## config.mk

```make
export PLATFORM = sky130hd
export DESIGN_NAME = pixel_gen_pal
export DESIGN_NICKNAME = d
export VERILOG_FILES = /design/src/rtl/pixel_gen_pal.sv
export SDC_FILE = /design/constraint.sdc
export NUM_CORES = 1
export LEC_CHECK = 0
export CAP_MARGIN = 20
export CORE_MARGIN = 4
export CORE_UTILIZATION = 49
export DETAILED_ROUTE_END_ITERATION = 16
export PLACE_DENSITY = 0.77
export SKIP_CTS_REPAIR_TIMING = 1
export SYNTH_ARGS = -nofsm -noshare
export SYNTH_HDL_FRONTEND = slang
export SYNTH_SLANG_ARGS = --single-unit
```

## constraint.sdc

```tcl
create_clock -name CLK_100MHz -period 6.4 [get_ports CLK_100MHz]
set_input_delay 1.92 -clock CLK_100MHz [delete_from_list [all_inputs] [get_ports CLK_100MHz]]
set_output_delay 1.92 -clock CLK_100MHz [all_outputs]
set_load 0.05 [all_outputs]
```

## src/rtl/pixel_gen_pal.sv

```systemverilog
// Pixel generator for the Mandelbrot display path.
// Turns VGA scan coordinates into a frame-buffer read address, takes the
// returned iteration count and runs it through a selectable palette that can
// rotate once per frame. Pipeline depth from coordinate to colour is RD_LAT+2.
module pixel_gen_pal #(
  parameter int H_RES  = 640,
  parameter int V_RES  = 480,
  parameter int ITER_W = 7,
  parameter int ADDR_W = 19,
  parameter int RD_LAT = 1
) (
  input  logic              CLK_100MHz,
  input  logic              reset,
  input  logic              video_on,
  input  logic              read_enable,
  input  logic [9:0]        pixel_x,
  input  logic [9:0]        pixel_y,
  input  logic [1:0]        mode,
  input  logic              rotate_en,
  output logic [ADDR_W-1:0] rd_addr,
  input  logic [ITER_W-1:0] rd_data,
  output logic [11:0]       color,
  output logic              frame_done,
  output logic [18:0]       pixel_count
);

  localparam logic [10:0]       HRES_C   = 11'(H_RES);
  localparam logic [10:0]       VRES_C   = 11'(V_RES);
  localparam logic [9:0]        X_LAST   = 10'(H_RES - 1);
  localparam logic [9:0]        Y_LAST   = 10'(V_RES - 1);
  localparam logic [ADDR_W-1:0] HRES_A   = ADDR_W'(H_RES);
  localparam logic [ITER_W-1:0] ITER_MAX = '1;
  localparam logic [18:0]       CNT_MAX  = '1;

  // stage 0
  logic              in_range;
  logic [ADDR_W-1:0] rd_addr_d, rd_addr_q;
  logic              s0_valid_d, s0_valid_q;
  logic              s0_last_d, s0_last_q;
  logic [1:0]        s0_mode_q;

  // delay line matching the BRAM read latency
  logic [RD_LAT-1:0]      dl_valid_q;
  logic [RD_LAT-1:0]      dl_last_q;
  logic [RD_LAT-1:0][1:0] dl_mode_q;
  logic                   p_valid, p_last;
  logic [1:0]             p_mode;

  // stage 2 / palette
  logic [ITER_W-1:0] offset_d, offset_q;
  logic [ITER_W-1:0] idx;
  logic [3:0]        h;
  logic [1:0]        band;
  logic [11:0]       pal;
  logic [11:0]       color_d, color_q;
  logic              frame_done_q;
  logic              out_valid_q;
  logic [18:0]       pixel_count_q;

  // Address, qualification and last-pixel decode of the incoming coordinate.
  always_comb begin
    in_range   = ({1'b0, pixel_x} < HRES_C) && ({1'b0, pixel_y} < VRES_C);
    rd_addr_d  = '0;
    if (in_range) rd_addr_d = ADDR_W'(pixel_y) * HRES_A + ADDR_W'(pixel_x);
    s0_valid_d = video_on & read_enable & in_range;
    s0_last_d  = (pixel_x == X_LAST) && (pixel_y == Y_LAST);
  end

  // Stage 0 registers: read address goes straight to the BRAM.
  always_ff @(posedge CLK_100MHz or negedge reset) begin
    if (!reset) begin
      rd_addr_q  <= '0;
      s0_valid_q <= 1'b0;
      s0_last_q  <= 1'b0;
      s0_mode_q  <= 2'd0;
    end else begin
      rd_addr_q  <= rd_addr_d;
      s0_valid_q <= s0_valid_d;
      s0_last_q  <= s0_last_d;
      s0_mode_q  <= mode;
    end
  end

  // Carry per-pixel attributes alongside the read so they meet rd_data.
  always_ff @(posedge CLK_100MHz or negedge reset) begin
    if (!reset) begin
      dl_valid_q <= '0;
      dl_last_q  <= '0;
      dl_mode_q  <= '0;
    end else begin
      for (int i = RD_LAT - 1; i > 0; i--) begin
        dl_valid_q[i] <= dl_valid_q[i-1];
        dl_last_q[i]  <= dl_last_q[i-1];
        dl_mode_q[i]  <= dl_mode_q[i-1];
      end
      dl_valid_q[0] <= s0_valid_q;
      dl_last_q[0]  <= s0_last_q;
      dl_mode_q[0]  <= s0_mode_q;
    end
  end

  assign p_valid = dl_valid_q[RD_LAT-1];
  assign p_last  = dl_last_q[RD_LAT-1];
  assign p_mode  = dl_mode_q[RD_LAT-1];

  // Rotation steps while frame_done is shown; the bypass lets the very next
  // pixel already see the new offset.
  always_comb begin
    offset_d = offset_q;
    if (frame_done_q && rotate_en) offset_d = offset_q + ITER_W'(1);
  end

  // Palette lookup; the inside-set test uses the raw count, not the rotated index.
  always_comb begin
    idx  = rd_data + offset_d;
    h    = 4'(idx >> (ITER_W - 4));
    band = 2'(idx);
    pal  = 12'h000;
    case (p_mode)
      2'd0: pal = {h, h, h};
      2'd1: begin
        if (!h[3]) pal = {h[2:0], 1'b0, 8'h00};
        else       pal = {4'hF, h[2:0], 1'b0, 4'h0};
      end
      2'd2: begin
        case (band)
          2'd0:    pal = 12'hF00;
          2'd1:    pal = 12'h0F0;
          2'd2:    pal = 12'h00F;
          default: pal = 12'hFF0;
        endcase
      end
      default: pal = 12'(rd_data);
    endcase
    if ((rd_data == ITER_MAX) && (p_mode != 2'd3)) pal = 12'h000;
    color_d = p_valid ? pal : 12'h000;
  end

  // Stage 2 output registers.
  always_ff @(posedge CLK_100MHz or negedge reset) begin
    if (!reset) begin
      color_q      <= 12'h000;
      frame_done_q <= 1'b0;
      out_valid_q  <= 1'b0;
    end else begin
      color_q      <= color_d;
      frame_done_q <= p_valid & p_last;
      out_valid_q  <= p_valid;
    end
  end

  // Count of visible pixels already shown this frame; cleared after the last.
  always_ff @(posedge CLK_100MHz or negedge reset) begin
    if (!reset) begin
      pixel_count_q <= '0;
    end else if (frame_done_q) begin
      pixel_count_q <= '0;
    end else if (out_valid_q && (pixel_count_q != CNT_MAX)) begin
      pixel_count_q <= pixel_count_q + 19'd1;
    end
  end

  // Palette rotation offset.
  always_ff @(posedge CLK_100MHz or negedge reset) begin
    if (!reset) offset_q <= '0;
    else        offset_q <= offset_d;
  end

  assign rd_addr     = rd_addr_q;
  assign color       = color_q;
  assign frame_done  = frame_done_q;
  assign pixel_count = pixel_count_q;

endmodule

```

Yosys cells after proc, flatten, opt, wreduce, memory -nomap -nowiden. Cells that the tools add are included.

Flip-flop bits (word level): 67. Input bits: 34. Output and inout bits: 51. Word-level logic and storage cells: 48.

Add/sub/neg operators: 4. $mul: 1. Magnitude comparators: 2. Equality and inequality tests: 9. Mux-type cells: 9. Bitwise gates (word level): 3. Reduce and logical (&&, ||, !) cells: 8.

Operator list (count): 12-bit case mux with 3 select lines (2); 19-bit 2-to-1 mux (3); 12-bit 2-to-1 mux (3); 19-bit by 1-bit adder with 19-bit output, second input constant (1); 19-bit by 10-bit adder with 19-bit output (1); 19-bit inequality test, second input constant (1); 10-bit by 3-bit multiplier with 12-bit output, second input constant (1); 10-bit equality test, second input constant (1); 10-bit by 9-bit equality test with 1-bit output, second input constant (1); 10-bit < comparator, second input constant (1); 10-bit by 9-bit < comparator with 1-bit output, second input constant (1); 7-bit by 1-bit adder with 7-bit output, second input constant (1); 7-bit adder (1); 7-bit equality test, second input constant (1); 7-bit 2-to-1 mux (1); 1-bit logical AND (5); 2-bit by 1-bit equality test with 1-bit output, second input constant (2); 2-bit equality test, second input constant (2); 2-bit zero test (2); 1-bit AND (3); 2-bit inequality test, second input constant (1); 2-bit nonzero test (1).

Logic depth before layout (Yosys ltp).
Depth after elaboration: 8. Gate-level depth with buffers: 11.

Worst setup path before layout. Ideal clock, no wire load.

Kind: input port to flip-flop. From: input port pixel_y[1]. To: register rd_addr_q[18], in the netlist rd_addr[18]. Setup time: 136 ps. Arrival time: 4050 ps. Data required time: 6264 ps. Setup slack: 2215 ps. Stages on the path: 9. Buffers on the path: 0. Cells stage by stage: ha_1 > ha_1 > inv_1 > fa_1 > nand2b_1 > nor4_2 > nand3_1 > a2111oi_0 > nor3_1.

Cells in the longest elaborated chain, start to end: 3.

Ends and longest elaborated chain: start, declared (line 17) `input logic [9:0] pixel_y,`; 10-bit by 3-bit multiplier with 12-bit output or 10-bit by 9-bit < comparator with 1-bit output (tied branches) (line 64, 62); 19-bit by 10-bit adder with 19-bit output or 1-bit logical AND (tied branches) (line 64, 62); 19-bit 2-to-1 mux * (line 64) `if (in_range) rd_addr_d = ADDR_W'(pixel_y) * HRES_A + ADDR_W'(pixel_x);`; via rd_addr_d[18] (line 37) `logic [ADDR_W-1:0] rd_addr_d, rd_addr_q;`; end signal, assigned (line 77) `rd_addr_q <= rd_addr_d;`; end, declared (line 37).

The timed path passes the listed nets; every way through them passes the cells marked *. A chain may end at the register's enable or synchronous reset.

Worst setup path in the final report. Same ends and word-level chain as after synthesis.

==> flow_metrics.tcl <==
set metrics [dict create \
    io_buffers 84 \
    antenna_found_initial 0 \
    cts.sinks 67 \
    clk_path_buf_depth 2 \
    drt_first_pass_iters 5 \
    fin_util_pct 67.2 \
    num_antenna_cells 0 \
    grt_usage_pct 18.7 \
    hold_class "flop to flop" \
    powerDensity_mw_per_mm2 235 \
    finalWirelength_um 8200 \
    place_area_sq_mm 0.00475 \
    hold_viol 0 \
    worst-setup-path-type "primary input to flop" \
    first_iter_violations 139 \
    ys_seq_elements 67 \
    worstSkewPairLatency_ns 0.33 \
    final_nets 535 \
    clkSlewWorstSetupHoldPaths_ns 0.07 \
    vias 3137 \
    cts_root_buf "clkbuf_8" \
    slew_violations 0 \
    hold_depth 0 \
    cts_tree "built" \
    vdd_drop_max_uv 114 \
    syn_avg_cell_area_sq_um 9.99 \
    post_synth_num_cell_types 55 \
    setup_tns_ns 0 \
    rr_worst_depth 11 \
    synthFlopType "dfrtp_1" \
    syn_to_final_growth_pct 30.7 \
    cts_max_level 3 \
    grt_pass1_vias 3021 \
    grt_pass1_wl_um 13600 \
    ant_nets 0 \
    fp.dieW_um 96.2 \
    finalSetupViolCount 0 \
    reg2reg_from "frame_done" \
    die-area_sq_mm 0.00924 \
    leakagePower_nw 2.23 \
    relSlewSlack_pct 33.8 \
    crit_arrival_ns 4.86 \
    rr_endpoint "color[9]" \
    start_util_pct 51.4 \
    hpwl_um 6230 \
    synth-async-reset-ratio_pct 100 \
    hold_end "dl_valid_q" \
    drcViolationCount 0 \
    drive_gt1_share_pct 6.11 \
    status "complete, no violations" \
    synth_warnings 0 \
    hold_slack_ns 0.349 \
    final_cell_mix "clkdlybuf4s50_1 (83), dfrtp_1 (67), nor2_1 (40)" \
    yosysSeqAreaShare_pct 44.0 \
    crit_fanout 4 \
    grt_max_degree 68 \
    rrSetupSlack_ns 3.08 \
    syn_nets 446 \
    design_area_sq_mm 0.00498 \
    die_h_um 96.2 \
    grt_setup_unrepaired "false" \
    cp.required_ns 6.59 \
    hold_start "s0_valid_q" \
    start_kind "primary input" \
    fmax_ghz 0.214 \
    synthTopCellsByArea "dfrtp_1 (44%), ha_1 (9.2%), xor2_1 (4.1%)" \
    cts_buffers 9 \
    via_per_inst 5.47 \
    fill_cells 588 \
    max_slew.worst_pin.slew_ns 0.994 \
    gr-total-overflow 0 \
    drv_cap 0 \
    finClkSkew_ns 0.0120 \
    fp-row-count 31 \
    synth_edf_count 0 \
    yosysTopAreaCell "dfrtp_1" \
    core_sq_mm 0.00741 \
    syn-cell-area_sq_mm 0.00381 \
    cp-end-kind "flop" \
    min_period_over_period_pct 72.9 \
    pin_count 85 \
    min_period_ns 4.67 \
    yosysTopAreaCellShare_pct 44.0 \
    routedWlPerCell_um 14.3 \
    gp_congestion 0.891 \
    syn_inst 381 \
    final_common_cell "clkdlybuf4s50_1" \
]
## state kept, by name, indices dropped and copies added (netlist names)
name,cells
s0_last_q,1
pixel_count,19
frame_done,1
s0_valid_q,1
dl_last_q,1
dl_valid_q,1
offset_q,7
s0_mode_q,2
color,12
out_valid_q,1
rd_addr,19
dl_mode_q,2
## worst max path at each step
| stage | startpoint | slack, ns | endpoint |
|---|---|---|---|
| 3_5_place_dp | pixel_y[1] | 1.42 | rd_addr[18] |
| 4_1_cts | pixel_y[1] | 1.76 | rd_addr[18] |
| 2_1_floorplan | pixel_y[1] | 2.21 | rd_addr[18] |
| 6_report | pixel_y[1] | 1.73 | rd_addr[18] |
| 5_1_grt | pixel_y[1] | 1.57 | rd_addr[18] |
| 3_3_place_gp | pixel_y[1] | 1.58 | rd_addr[18] |
## cells in the mapped netlist (all sizes together), types with 4 or more instances
master / n
a21o: 9
a21oi: 17
a22oi: 6
a31oi: 4
and2: 14
and3: 6
and4: 4
clkbuf: 8
dfrtp: 67
ha: 28
inv: 16
nand2: 25
nand2b: 7
nand3: 16
nand4: 8
nor2: 40
nor2b: 4
nor3: 6
nor4: 4
o21ai: 14
or3: 4
xnor2: 14
xor2: 18
## final cells by class
class / count / area (sq um) / share of cell area [%]
multi-input cells: 290 / 2040 / 41.0
flip-flops and latches: 67 / 1680 / 33.7
repair buffers: 86 / 851 / 17.1
clock buffers: 9 / 124 / 2.49
well taps: 99 / 124 / 2.49
clock inverters: 7 / 100 / 2.01
inverters: 16 / 60.1 / 1.21
## per-layer routing
metal	wire, um	vias up	share of wire [%]	global-route usage (%)
li1	-	1538	-	-
met1	3520	1504	43	23.7
met2	4180	83	51	31.3
met3	384	12	4.7	3.67
met4	116	0	1.4	7.11
met5	0	-	0	0
## cells by family after synthesis
kind of cell | Yosys count | synth area share, %
AO/OA/AOI/OAI | 73 | 12.9
XOR/XNOR | 33 | 7.99
adder cells (fa/ha/maj) | 31 | 10.8
buffers and inverters | 24 | 2.37
flip-flops | 67 | 44.0
multiplexers | 3 | 0.854
AND/OR/NAND/NOR | 150 | 21.0
## worst max-delay path, cell delays in order
cell             delay (ns)
clkdlybuf4s50_1        0.50
ha_1                   0.33
ha_1                   0.19
inv_1                  0.07
fa_1                   0.39
xnor2_1                0.23
nand2b_1               0.13
nor4_2                 0.38
nand3_1                0.20
a2111oi_0              0.42
nor3_1                 0.10
## report_power, final
part           switching (mW)  leakage, nW  internal (mW)
sequential             0.0232        0.907          0.448
clock                   0.167        0.102          0.221
combinational           0.188         1.22          0.120
## stage by stage
| stage | worst slack [ns] | power [mW] | instances |
|---|---|---|---|
| global placement | 1.58 | 0.782 | 558 |
| CTS | 1.76 | 1.18 | 574 |
| finish | 1.73 | 1.17 | 574 |
| detailed placement | 1.42 | 0.789 | 558 |
| floorplan | 2.21 | 0.678 | 381 |
| global route | 1.57 | 1.23 | 574 |
(Power assumes the default switching activity.)
